[src/rtl/apb_cfg_pkg.sv]
// Shared definitions for the APB configuration master: FSM encoding, default bus widths
// and the timer register map used by sequencers and benches.
package apb_cfg_pkg;

    typedef enum logic [1:0] {
        IDLE   = 2'd0,
        SETUP  = 2'd1,
        ACCESS = 2'd2,
        RESP   = 2'd3
    } apb_state_t;

    localparam int APB_ADDR_W = 16;
    localparam int APB_DATA_W = 32;

    localparam logic [15:0] TIM_CR1   = 16'h0000;
    localparam logic [15:0] TIM_SMCR  = 16'h0008;
    localparam logic [15:0] TIM_EGR   = 16'h0014;
    localparam logic [15:0] TIM_CCMR1 = 16'h0018;
    localparam logic [15:0] TIM_CCER  = 16'h0020;
    localparam logic [15:0] TIM_ARR   = 16'h002C;
    localparam logic [15:0] TIM_CCR1  = 16'h0034;
    localparam logic [15:0] TIM_BDTR  = 16'h0044;

    function automatic logic is_word_aligned(input logic [1:0] addr_lsb);
        return addr_lsb == 2'b00;
    endfunction

endpackage

[src/rtl/apb_tmo_cnt.sv]
// ACCESS-phase wait counter. Expiry is flagged combinationally on the wait cycle that
// would bring the count to TIMEOUT; TIMEOUT=0 disables expiry entirely.
module apb_tmo_cnt #(
    parameter int TIMEOUT = 256,
    parameter int TMO_W   = 9
) (
    input  logic apb_clk,
    input  logic apb_rst,
    input  logic clear,
    input  logic enable,
    output logic expired
);

    localparam logic [TMO_W-1:0] LAST = (TIMEOUT == 0) ? '0 : TMO_W'(TIMEOUT - 1);

    logic [TMO_W-1:0] count;

    // NOTE: sequential state uses non-blocking assignments so every flop samples pre-edge values.
    always_ff @(posedge apb_clk) begin
        if (apb_rst || clear) begin
            count <= '0;
        end else if (enable && count != '1) begin
            count <= count + 1'b1;
        end
    end

    assign expired = (TIMEOUT != 0) && enable && (count == LAST);

endmodule

[src/rtl/apb_cfg_master.sv]
// APB3 initiator: one valid/ready command in, one APB transfer out, one response back
// carrying read data, slave error and timeout status.
module apb_cfg_master
    import apb_cfg_pkg::*;
#(
    parameter int ADDR_W  = APB_ADDR_W,
    parameter int DATA_W  = APB_DATA_W,
    parameter int TIMEOUT = 256,
    parameter int TMO_W   = 9
) (
    input  logic              apb_clk,
    input  logic              apb_rst,
    input  logic              cmd_valid,
    output logic              cmd_ready,
    input  logic              cmd_write,
    input  logic [ADDR_W-1:0] cmd_addr,
    input  logic [DATA_W-1:0] cmd_wdata,
    output logic              rsp_valid,
    input  logic              rsp_ready,
    output logic [DATA_W-1:0] rsp_rdata,
    output logic              rsp_err,
    output logic              rsp_tmo,
    output logic              apb_psel,
    output logic              apb_penable,
    output logic              apb_pwrite,
    output logic [ADDR_W-1:0] apb_paddr,
    output logic [DATA_W-1:0] apb_pwdata,
    input  logic [DATA_W-1:0] apb_prdata,
    input  logic              apb_pready,
    input  logic              apb_pslverr,
    output logic              busy
);

    apb_state_t state;
    logic       tmo_expired;

    apb_tmo_cnt #(
        .TIMEOUT (TIMEOUT),
        .TMO_W   (TMO_W)
    ) u_tmo_cnt (
        .apb_clk (apb_clk),
        .apb_rst (apb_rst),
        .clear   (state != ACCESS),
        .enable  ((state == ACCESS) && !apb_pready),
        .expired (tmo_expired)
    );

    // Accepting is gated by reset so a command offered during reset is never lost silently.
    assign cmd_ready = (state == IDLE) && !apb_rst;
    assign busy      = (state != IDLE);

    always_ff @(posedge apb_clk) begin
        if (apb_rst) begin
            state       <= IDLE;
            apb_psel    <= 1'b0;
            apb_penable <= 1'b0;
            apb_pwrite  <= 1'b0;
            apb_paddr   <= '0;
            apb_pwdata  <= '0;
            rsp_valid   <= 1'b0;
            rsp_rdata   <= '0;
            rsp_err     <= 1'b0;
            rsp_tmo     <= 1'b0;
        end else begin
            case (state)
                IDLE: begin
                    if (cmd_valid) begin
                        apb_paddr  <= cmd_addr;
                        apb_pwdata <= cmd_wdata;
                        apb_pwrite <= cmd_write;
                        if (is_word_aligned(cmd_addr[1:0])) begin
                            state    <= SETUP;
                            apb_psel <= 1'b1;
                        end else begin
                            // Misaligned: answer with an error without touching the bus.
                            state     <= RESP;
                            rsp_valid <= 1'b1;
                            rsp_rdata <= '0;
                            rsp_err   <= 1'b1;
                            rsp_tmo   <= 1'b0;
                        end
                    end
                end
                SETUP: begin
                    state       <= ACCESS;
                    apb_penable <= 1'b1;
                end
                ACCESS: begin
                    // pready takes priority over a timeout expiring in the same cycle.
                    if (apb_pready) begin
                        state       <= RESP;
                        apb_psel    <= 1'b0;
                        apb_penable <= 1'b0;
                        rsp_valid   <= 1'b1;
                        rsp_rdata   <= apb_pwrite ? '0 : apb_prdata;
                        rsp_err     <= apb_pslverr;
                        rsp_tmo     <= 1'b0;
                    end else if (tmo_expired) begin
                        state       <= RESP;
                        apb_psel    <= 1'b0;
                        apb_penable <= 1'b0;
                        rsp_valid   <= 1'b1;
                        rsp_rdata   <= '0;
                        rsp_err     <= 1'b1;
                        rsp_tmo     <= 1'b1;
                    end
                end
                RESP: begin
                    if (rsp_ready) begin
                        state     <= IDLE;
                        rsp_valid <= 1'b0;
                    end
                end
                default: state <= IDLE;
            endcase
        end
    end

endmodule

[config.mk]
export PLATFORM = sky130hd
export DESIGN_NAME = apb_cfg_master
export DESIGN_NICKNAME = d
export VERILOG_FILES = /design/src/rtl/apb_cfg_pkg.sv /design/src/rtl/apb_tmo_cnt.sv /design/src/rtl/apb_cfg_master.sv
export SDC_FILE = /design/constraint.sdc
export NUM_CORES = 1
export LEC_CHECK = 0
export CAP_MARGIN = 15
export CELL_PAD_IN_SITES_DETAIL_PLACEMENT = 2
export CELL_PAD_IN_SITES_GLOBAL_PLACEMENT = 2
export CORE_ASPECT_RATIO = 1.5
export CORE_MARGIN = 3
export CORE_UTILIZATION = 23
export CTS_BUF_LIST = sky130_fd_sc_hd__clkbuf_4
export CTS_CLUSTER_SIZE = 14
export DETAILED_ROUTE_END_ITERATION = 10
export HOLD_SLACK_MARGIN = 0.15
export PLACE_DENSITY = 0.79
export SYNTH_ARGS = -nofsm -noshare
export SYNTH_HDL_FRONTEND = slang
export SYNTH_SLANG_ARGS = --single-unit
[constraint.sdc]
create_clock -name apb_clk -period 2.9 [get_ports apb_clk]
set_clock_uncertainty 0.1 [all_clocks]
set_input_delay 0.435 -clock apb_clk [delete_from_list [all_inputs] [get_ports apb_clk]]
set_output_delay 0.435 -clock apb_clk [all_outputs]
set_load 0.01 [all_outputs]
# Yosys cells after proc, flatten, opt, wreduce, memory -nomap -nowiden
# Index checks and enable logic that the tools add are counted.
# word_totals
register_bits,97
in_bits,87
out_inout_bits,88
wordCells,72
# classes
n_addsub,1
eq_ne,11
mux,30
n_reduce_logical,19
# ops
op,count
$mux W32,5
$pmux W32 S2,1
$mux W1,13
$mux W2,5
$add A9 B1 Y9 const B,1
$eq A9 B8 Y1 const B,1
$ne A9 B9 Y1 const B,1
$ne A2 B2 Y1 const B,4
$pmux W1 S2,4
$pmux W2 S4,1
$reduce_and A4 Y1,2
$reduce_bool A2 Y1,3
$reduce_and A5 Y1,1
$eq A2 B2 Y1 const B,2
$logic_and A1 B1 Y1,4
$logic_not A2 Y1,2
$reduce_and A2 Y1,2
$ne A3 B3 Y1 const B,1
$pmux W1 S3,1
$reduce_and A3 Y1,1
$reduce_bool A3 Y1,1
$eq A2 B1 Y1 const B,1
$logic_not A1 Y1,2
$ne A2 B1 Y1 const B,1
$logic_or A1 B1 Y1,1

# Longest topological paths before layout
# Gate-level depths: netlist (run 1).
# depth
ltp_word,6
ltp_mapped,9

# Cells and area by module
# Synthesis (run 1) repeated with hierarchy kept, for this count alone.
# unflattened
hier_cells,457
hier_area_um2,3803.6
# modules_own_cells
module,instances,cells_each,area_each_um2
apb_cfg_master,1,406,3345.7
apb_tmo_cnt,1,51,457.9

# Worst setup path after synthesis (run 1)
# No wires, ideal clock.
# synth_path
path_kind,flip-flop to flip-flop
from,register u_tmo_cnt.count[0]
to,register rsp_rdata[0]
setup_time_ns,0.072
t_arrival_ns,1.887
t_required_ns,2.728
slack_ns,0.842
stages_incl_launch_ff,10
n_path_buf,2
synth_period_minus_slack_ns,2.058
cell_sequence,dfxtp_1 -> ha_1 -> nand3_1 -> nor2_1 -> ha_1 -> or3b_2 -> buf_2 -> nand3_4 -> buf_8 -> mux2i_1
# synth_between
elab_chain_cells,4
# synth_lines
element,line_no,source
from (decl),apb_tmo_cnt.sv:16,logic [TMO_W-1:0] count;
from (signal assigned),apb_tmo_cnt.sv:23,count <= count + 1'b1;
$eq A9 B8 Y1,apb_tmo_cnt.sv:27,assign expired = (TIMEOUT != 0) && enable && (count == LAST);
$logic_and A1 B1 Y1,apb_tmo_cnt.sv:27,
$ne A3 B3 Y1 (no line),n/a,
$reduce_and A4 Y1 (no line),n/a,
to (signal assigned),apb_cfg_master.sv:95,rsp_rdata <= apb_pwrite ? '0 : apb_prdata;
to (decl),apb_cfg_master.sv:20,"output logic [DATA_W-1:0] rsp_rdata,"
# No other way between the ends.
# A chain may end at the register's enable or synchronous reset.

# Worst setup path in the final report (run 1)
# layout_path
from,register state[0]
to,output cmd_ready
# layout_between
elab_chain_cells,2
# layout_lines
element,line_no,source
from (decl),apb_cfg_master.sv:34,apb_state_t state;
from (signal assigned),apb_cfg_master.sv:54,state <= IDLE;
from (signal assigned),apb_cfg_master.sv:72,state <= SETUP;
from (signal assigned),apb_cfg_master.sv:76,state <= RESP;
$logic_not A2 Y1,apb_cfg_master.sv:49,assign cmd_ready = (state == IDLE) && !apb_rst;
$logic_and A1 B1 Y1,apb_cfg_master.sv:49,
to (decl),apb_cfg_master.sv:14,"output logic cmd_ready,"
# No other way between the ends.

==> results.toml, run 1 <==
[run_status]
run_status = "finished clean"

[setup_path]
path_depth = 5
crit_path_cell_trace = "inv_1, ha_1, inv_1, nor2_1, clkdlybuf4s50_1"
worst_path_max_delay_cell = "clkdlybuf4s50_1"
critPathArrivalTime_ns = 2.11
worst-endpoint-required_ns = 2.37
critPathBufInv = 3
critPathLaunchType = "register"
cpPeakStageDelay_ns = 0.57
critPathMaxFanout = 9
cpMostUsedCell = "inv_1"
endpoint_kind = "primary output"
r2r_cells = 7
critical-path-top-delay-family = "buffers and inverters"
critPathKind = "reg2out"

[synthesis]
ys_seq_area_share_pct = 49.8
synth_edf_count = 0
ys_types = 39
syn_area_um2 = 3900
synth_seq_cells = 97
postSynthAreaPerCell_um2 = 8.42
synth_flop_cell = "dfxtp_1"
synth_nets = 558
yosys_warnings = 0
synthCells = 463
postSynth.asyncResetShare_pct = 0

[routing]
drt_iter0_drc = 134
maxUsedRoutingLayer = "met4"
first_pass_iters = 4
routed_via_density = 4.59
routed-via-count = 3829
wl_met1_um = 5210
drt-total-wl_um = 14400
routedWlPerCell_um = 17.3
wl_met3_um = 1030
drc = 0
detail-route-antenna-nets = 0
route.met2.wl_um = 8040

[timing]
min_period_ns = 2.64
tightestPinTransition_ns = 0.685
final-setup-viol-count = 0
fin_crit_sh_pct = 91.1
tns_ns = 0
holdWs_ns = 0.246
clock.fmax_mhz = 378
worst_slack_ns = 0.257
slew_headroom_pct = 54.2
slew_viol_final = 0
rsz0062_at_grt = "false"
finalHoldViolations = 0

[global_route]
grt_pass1_vias = 4208
antenna_found_initial = 1
overflow = 0
grt_max_degree = 50
track_usage_pct = 15.3
grt_pass1_wl_um = 22500

[cts]
cts_inserted_buffers = 9
clk_latency_ns = 0.45
htreeDepth = 3
ctsHoldBuffers = 0
cts_sinks = 97
clkTransAtPathRegs_ns = 0.18
ctsResizeCount = 0
cts_root_buffer = "clkbuf_4"
postCtsSetupBuffers = 0
tritoncts = "built"
clockBufferDepth = 2

[hold_path]
hp-class = "in2reg"
hold_path_depth = 2

[pwr]
power_mw = 3.93
ir_drop_v = 0.000318
p_per_area_nw_per_um2 = 661
cellLeakagePower_nw = 2.19

[placement]
dpl.hpwl_um = 11000
port_buffers = 174
placedInstanceArea_um2 = 5800
gp_congestion = 0.791
post-place-cells = 818
preCtsSetupSlack_ns = 0.408

[floorplanning]
die_h_um = 165
dieArea_um2 = 18600
core-area_um2 = 16400
io_pins = 175
start_util_pct = 23.8
fp.dieW_um = 112
rows = 57

[final_layout]
final_area_um2 = 5950
syn_to_final_growth_pct = 52.6
nNetsFinal = 718
drive_above_1_share_pct = 5.10
finalNonFillerCells = 835
fin_util_pct = 36.2

[run]
cap_violations = 0
## final timing paths
kind	start	to	slack (ns)
worst max register to register	u_tmo_cnt.count[0]$_SDFFE_PP0P_	rsp_tmo$_SDFFE_PP0P_	0.41
worst min-delay path	apb_rst	apb_pwdata[10]$_SDFFE_PP0P_	0.25
worst max-delay path	state[0]$_SDFFE_PP0P_	cmd_ready	0.26
worst min register to register	apb_pwdata[24]$_SDFFE_PP0P_	apb_pwdata[24]$_SDFFE_PP0P_	0.37
## registers in the layout (all words and copies together) (netlist names), 2 cells and up
| signal | cells |
|---|---|
| apb_paddr | 16 |
| apb_pwdata | 32 |
| rsp_rdata | 32 |
| state | 2 |
| u_tmo_cnt.count | 9 |
## worst register-to-register path, delay by kind of cell (launching register included)
family | cells | cell delay [ns]
DFF | 1 | 0.40
and+or+nand+nor | 4 | 1.00
AOI/OAI and AO/OA | 1 | 0.44
adders and majority gates | 2 | 0.46
## where the power goes
| group | switching (mW) | internal (mW) |
|---|---|---|
| clock network | 0.504 | 0.271 |
| registers | 0.101 | 1.51 |
| logic | 0.805 | 0.742 |
## cells by family (layout without fill, tap and decap cells)
group / Yosys count / count (layout) / synth area share, %
other cells: 0 / 1 / 0
simple gates: 205 / 205 / 22.0
fa+ha+maj: 8 / 8 / 2.57
xor+xnor: 1 / 1 / 0.225
mux: 35 / 35 / 9.02
flops: 97 / 97 / 49.8
compound gates: 77 / 77 / 11.1
buf+inv: 40 / 205 / 5.23
## metal layers
metal  global-route usage, %  vias up
met5                       0        -
met4                    3.55        0
met3                    5.50        9
met2                    29.8      118
met1                    15.3     1863
li1                        -     1839
## cells in the mapped netlist, drive strengths merged, types with 2 or more instances
cell | number | area (um2)
nand4 | 2 | 12.5
dfxtp | 97 | 1940
o21ai | 5 | 25.0
nand2b | 2 | 12.5
or3 | 3 | 18.8
or4 | 3 | 22.5
clkbuf | 18 | 67.6
nor2 | 10 | 37.5
buf | 14 | 106
a21oi | 57 | 285
nand2 | 170 | 638
or3b | 3 | 28.8
a31oi | 2 | 12.5
inv | 8 | 30.0
nand3 | 6 | 42.5
nor3b | 3 | 22.5
o31ai | 3 | 22.5
a311oi | 2 | 17.5
ha | 8 | 100
mux2i | 34 | 340
## cells in the final DEF, fill, tap and decap left out, drive strengths merged, types with 2 or more instances in the layout
cell type,instances
mux2i,34
buf,8
nand2,170
a21oi,57
inv,11
or4,3
clkbuf,9
ha,8
nor2,10
nand3,6
o21ai,5
clkdlybuf4s50,173
a31oi,2
clkinvlp,2
a311oi,2
o31ai,3
nand2b,2
nand4,2
or3b,3
or3,3
dfxtp,97
nor3b,3
## final cells by class
| type | count | area [um2] |
|---|---|---|
| Timing Repair Buffer | 181 | 1800 |
| Clock inverter | 7 | 76.3 |
| Multi-Input combinational cell | 326 | 1770 |
| Tap cell | 206 | 258 |
| Inverter | 8 | 30.0 |
| Sequential cell | 97 | 1940 |
| Clock buffer | 9 | 67.6 |
| Fill cell | 1900 | 10500 |
| Antenna cell | 1 | 2.50 |
Power figures use the tool's default switching activity.
==> inputs of run 2 (changes only) <==
--- a/config.mk
+++ b/config.mk
@@ -10,12 +10,12 @@
 export CELL_PAD_IN_SITES_GLOBAL_PLACEMENT = 2
 export CORE_ASPECT_RATIO = 1.5
 export CORE_MARGIN = 3
-export CORE_UTILIZATION = 23
+export CORE_UTILIZATION = 25
 export CTS_BUF_LIST = sky130_fd_sc_hd__clkbuf_4
 export CTS_CLUSTER_SIZE = 14
 export DETAILED_ROUTE_END_ITERATION = 10
 export HOLD_SLACK_MARGIN = 0.15
-export PLACE_DENSITY = 0.79
+export PLACE_DENSITY = 0.85
 export SYNTH_ARGS = -nofsm -noshare
 export SYNTH_HDL_FRONTEND = slang
 export SYNTH_SLANG_ARGS = --single-unit
==> constraint.sdc (replaced) <==
create_clock -name apb_clk -period 3.4 [get_ports apb_clk]
set_clock_uncertainty 0.1 [all_clocks]
set_input_delay 0.51 -clock apb_clk [delete_from_list [all_inputs] [get_ports apb_clk]]
set_output_delay 0.51 -clock apb_clk [all_outputs]
set_load 0.01 [all_outputs]
==> results.toml, run 2 (synthesized netlist as in run 1, its figures left out) <==
[timing]
min_period_ns = 2.70
worst_slack_ns = 0.701
final-setup-viol-count = 0
fin_crit_sh_pct = 79.4
tns_ns = 0
rsz0062_at_grt = "false"
clock.fmax_mhz = 371
slew_viol_final = 0
tightestPinTransition_ns = 0.930
finalHoldViolations = 0
slew_headroom_pct = 37.8

[setup_path]
cpMostUsedCell = "inv_1"
critPathLaunchType = "register"
critPathArrivalTime_ns = 2.09
critPathKind = "reg2out"
worst-endpoint-required_ns = 2.79
endpoint_kind = "primary output"
critPathMaxFanout = 9
crit_path_cell_trace = "inv_1, ha_1, inv_1, nor2_1, clkdlybuf4s50_1"
cpPeakStageDelay_ns = 0.55
critical-path-top-delay-family = "buffers and inverters"
critPathBufInv = 3
worst_path_max_delay_cell = "clkdlybuf4s50_1"

[placement]
dpl.hpwl_um = 10700
port_buffers = 174
gp_congestion = 0.757
preCtsSetupSlack_ns = 0.666

[floorplanning]
die_h_um = 159
io_pins = 175
core-area_um2 = 15200
rows = 55
start_util_pct = 25.6
fp.dieW_um = 108
dieArea_um2 = 17200

[hold_path]
hp-class = "reg2reg"

[routing]
routed-via-count = 3834
drt_iter0_drc = 97
routed_via_density = 4.64
drt-total-wl_um = 14100
routedWlPerCell_um = 17.0
drc = 0
first_pass_iters = 4
detail-route-antenna-nets = 0

[global_route]
track_usage_pct = 16.7
grt_max_degree = 50
antenna_found_initial = 2
overflow = 0
grt_pass1_wl_um = 22800
grt_pass1_vias = 4318

[cts]
clk_latency_ns = 0.44
cts_sinks = 97
cts_inserted_buffers = 9
cts_root_buffer = "clkbuf_4"
postCtsSetupBuffers = 0
ctsResizeCount = 0
tritoncts = "built"
clkTransAtPathRegs_ns = 0.15
ctsHoldBuffers = 0
clockBufferDepth = 2
htreeDepth = 3

[pwr]
power_mw = 3.24
p_seq_share_pct = 42.2
p_comb_share_pct = 40.0
switching_share_pct = 36.4
ir_drop_v = 0.000220
switchingPower_mw = 1.18
p_int_mw = 2.06
clkPwrFrac_pct = 17.8
cellLeakagePower_nw = 2.16
p_per_area_nw_per_um2 = 551

[final_layout]
layout.cells.most_common = "clkdlybuf4s50_1"
drive_above_1_share_pct = 4.64
reg_top3 = "apb_pwdata: 32 flops, rsp_rdata: 32 flops, apb_paddr: 16 flops"
nNetsFinal = 715
syn_to_final_growth_pct = 51.0
final_cell_mix = "clkdlybuf4s50_1, nand2_1, dfxtp_1"

[run_status]
run_status = "finished clean"

[run]
cap_violations = 0
[run 2: worst min-delay path, cell delays in order (launching register included)]
cell	delay (ns)
dfxtp_1	0.34
nand2_1	0.05
a21oi_1	0.05
[run 2: layout make-up]
cell class	instances	area, um2
antenna	2	5.00
inverter	8	30.0
clock buffer	9	67.6
timing repair buffer	178	1770
clock inverter	7	55.1
fill	1723	9320
tap	199	249
sequential	97	1940
multi-input combinational	326	1770
[run 2: worst paths after layout]
path,startpoint,to,slack (ns),depth (start not counted)
setup reg to reg,u_tmo_cnt.count[0]$_SDFFE_PP0P_,rsp_tmo$_SDFFE_PP0P_,0.78,7
setup / recovery,state[1]$_SDFFE_PP0P_,cmd_ready,0.70,5
hold reg to reg,apb_pwdata[31]$_SDFFE_PP0P_,apb_pwdata[31]$_SDFFE_PP0P_,0.37,2
hold / removal,apb_pwdata[31]$_SDFFE_PP0P_,apb_pwdata[31]$_SDFFE_PP0P_,0.37,2
[run 2: routing by layer]
layer	GRT usage, %	vias up	share of wire, %	routed length [um]
met5	0	-	0	0
li1	-	1844	-	-
met3	5.16	12	7.1	1000
met4	5.00	0	1.6	231
met2	31.0	121	53	7510
met1	17.5	1857	38	5310
[run 2: per-stage QoR]
| stage | area, um2 | util, % | cells | hold WS, ns |
|---|---|---|---|---|
| final | 5890 | 38.7 | 826 | 0.367 |
| after CTS | 5880 | 38.7 | 824 | 0.372 |
| after floorplan | 3900 | - | 463 | 0.352 |
| after global routing | 5890 | 38.7 | 826 | 0.398 |
| after detailed placement | 5760 | 37.9 | 808 | 0.354 |
| after global placement | 5760 | 37.9 | 808 | 0.343 |
[run 2: power groups by stage]
stage	Clock (mW)	Sequential [mW]	Combinational, mW
detailed placement	0	1.40	1.32
global placement	0	1.39	1.27
finish	0.576	1.37	1.30
floorplan	0	1.45	0.716
CTS	0.608	1.37	1.33
global route	0.676	1.39	1.43
==> inputs of run 3 (changes only) <==
--- a/config.mk
+++ b/config.mk
@@ -10,12 +10,12 @@
 export CELL_PAD_IN_SITES_GLOBAL_PLACEMENT = 2
 export CORE_ASPECT_RATIO = 1.5
 export CORE_MARGIN = 3
-export CORE_UTILIZATION = 25
+export CORE_UTILIZATION = 21
 export CTS_BUF_LIST = sky130_fd_sc_hd__clkbuf_4
 export CTS_CLUSTER_SIZE = 14
 export DETAILED_ROUTE_END_ITERATION = 10
 export HOLD_SLACK_MARGIN = 0.15
-export PLACE_DENSITY = 0.85
+export PLACE_DENSITY = 0.76
 export SYNTH_ARGS = -nofsm -noshare
 export SYNTH_HDL_FRONTEND = slang
 export SYNTH_SLANG_ARGS = --single-unit
==> constraint.sdc (replaced) <==
create_clock -name apb_clk -period 2.3 [get_ports apb_clk]
set_clock_uncertainty 0.1 [all_clocks]
set_input_delay 0.345 -clock apb_clk [delete_from_list [all_inputs] [get_ports apb_clk]]
set_output_delay 0.345 -clock apb_clk [all_outputs]
set_load 0.01 [all_outputs]
==> results.toml, run 3 (synthesized netlist as in run 1, its figures left out) <==
[hold_path]
hold_path_depth = 3
hp-class = "in2reg"
hold_start = "apb_rst"
whs_endpoint = "state[0]$_SDFFE_PP0P_"

[setup_path]
critPathKind = "reg2reg"
r2r_start = "u_tmo_cnt.count[0]$_SDFFE_PP0P_"
critPathArrivalTime_ns = 2.50
worst_r2r_endpoint = "u_tmo_cnt.count[5]$_SDFFE_PP0P_"
r2r_cells = 7
endpoint_kind = "register"
critPathMaxFanout = 6
setup.reg_to_reg.worst_slack_ns = 0.1
worst-endpoint-required_ns = 2.60
critPathLaunchType = "register"

[final_layout]
finalNonFillerCells = 885
nNetsFinal = 726
reg_top3 = "apb_pwdata: 32 flops, rsp_rdata: 32 flops, apb_paddr: 16 flops"
syn_to_final_growth_pct = 57.0
layout.cells.most_common = "clkdlybuf4s50_1"
drive_above_1_share_pct = 6.60
final_cell_mix = "clkdlybuf4s50_1, nand2_1, dfxtp_1"

[global_route]
track_usage_pct = 14.0
overflow = 0
grt_max_degree = 50
grt_pass1_wl_um = 22400
grt_pass1_vias = 4267
antenna_found_initial = 1

[cts]
clk_latency_ns = 0.46
tritoncts = "built"
clockBufferDepth = 2
cts_sinks = 97
cts_root_buffer = "clkbuf_4"
htreeDepth = 3
cts_inserted_buffers = 9
clkTransAtPathRegs_ns = 0.15
ctsHoldBuffers = 0

[timing]
clock.fmax_mhz = 454
rsz0062_at_grt = "false"
finalHoldViolations = 0
tightestPinTransition_ns = 0.550
final-setup-viol-count = 0
slew_viol_final = 0
fin_crit_sh_pct = 95.7
min_period_ns = 2.20
tns_ns = 0
slew_headroom_pct = 63.4

[placement]
gp_congestion = 0.781
port_buffers = 174
dpl.hpwl_um = 10500
post-place-cells = 864

[run]
cap_violations = 0

[routing]
drc = 0
routed_via_density = 4.38
first_pass_iters = 4
drt-total-wl_um = 14200
routed-via-count = 3873
drt_iter0_drc = 91
detail-route-antenna-nets = 0
routedWlPerCell_um = 16.0

[run_status]
run_status = "finished clean"

[floorplanning]
start_util_pct = 21.5
dieArea_um2 = 20300
io_pins = 175
fp.dieW_um = 117
rows = 60
core-area_um2 = 18100
die_h_um = 173

[pwr]
p_int_mw = 3.38
p_per_area_nw_per_um2 = 842
ir_drop_v = 0.000287
switchingPower_mw = 1.77
switching_share_pct = 34.4
clkPwrFrac_pct = 20.2
p_comb_share_pct = 40.4
p_seq_share_pct = 39.4
cellLeakagePower_nw = 2.24
run 3: cell count changes in the layout (fill, tap and decap cells not counted), sizes merged:
cell	delta
dlygate4sd2	+2
clkinvlp	-1
or3b	+1
clkbuf	+1
clkdlybuf4s50	-2
bufinv	+2
buf	+10
inv	-2
diode	-1
run 3: worst max-delay path by stage:
stage	from	endpoint	slack, ns	cells past startpoint
after floorplan	u_tmo_cnt.count[0]$_SDFFE_PP0P_	rsp_rdata[0]$_SDFFE_PP0P_	0.24	9
after global placement	u_tmo_cnt.count[0]$_SDFFE_PP0P_	u_tmo_cnt.count[5]$_SDFFE_PP0P_	0.15	7
after detailed placement	u_tmo_cnt.count[0]$_SDFFE_PP0P_	rsp_rdata[31]$_SDFFE_PP0P_	0.03	8
after CTS	u_tmo_cnt.count[0]$_SDFFE_PP0P_	rsp_rdata[31]$_SDFFE_PP0P_	0.0008	8
after global routing	u_tmo_cnt.count[0]$_SDFFE_PP0P_	u_tmo_cnt.count[7]$_SDFFE_PP0P_	0.005	8
final	u_tmo_cnt.count[0]$_SDFFE_PP0P_	u_tmo_cnt.count[5]$_SDFFE_PP0P_	0.1	7
run 3: worst max-delay path: stages, from the launching register on:
cell and delay [ns]:
dfxtp_2 0.37, ha_2 0.20, nand3_1 0.09, nor2_1 0.06, ha_1 0.22, or3b_4 0.44
or4_1 0.49, a21oi_1 0.18
run 3: what timing repair did:
| action | CTS | global route |
|---|---|---|
| pin swaps | 0 | 1 |
| cloned | 0 | 1 |
| setup endpoints to repair | 2 | 36 |
| resized for setup | 3 | 4 |
| setup buffers | 0 | 3 |
run 3: through the flow:
stage / total power, mW / setup WS, ns / area (um2) / util (%) / hold slack [ns]
final: 5.15 / 0.0988 / 6120 / 33.8 / 0.207
after detailed placement: 4.15 / 0.0329 / 5910 / 32.7 / 0.355
after CTS: 5.23 / 0.000761 / 6070 / 33.5 / 0.157
after floorplan: 3.20 / 0.242 / 3900 / - / 0.349
after global placement: 4.05 / 0.153 / 5910 / 32.7 / 0.342
after global routing: 5.53 / 0.00505 / 6120 / 33.8 / 0.186
run 3: per-layer routing:
layer  GRT usage [%]  wire [um]  up-vias
met3            5.18       1160       14
met4            4.78        325        0
met5               0          0        -
li1                -          -     1861
met1            14.6       5350     1870
met2            25.2       7360      128
run 3: final cells by class:
class	instances	area, um2
Antenna cell	1	2.50
Clock buffer	10	75.1
Clock inverter	6	82.6
Fill cell	2070	12000
Inverter	8	30.0
Multi-Input combinational cell	327	1800
Sequential cell	97	1940
Tap cell	248	310
Timing Repair Buffer	188	1880
run 3: power by group through the flow:
stage | Combinational (mW) | Clock [mW] | Sequential (mW)
5_1_grt | 2.29 | 1.18 | 2.06
3_3_place_gp | 2.00 | 0 | 2.05
4_1_cts | 2.08 | 1.12 | 2.03
3_5_place_dp | 2.08 | 0 | 2.07
2_1_floorplan | 1.06 | 0 | 2.14
6_report | 2.08 | 1.04 | 2.03
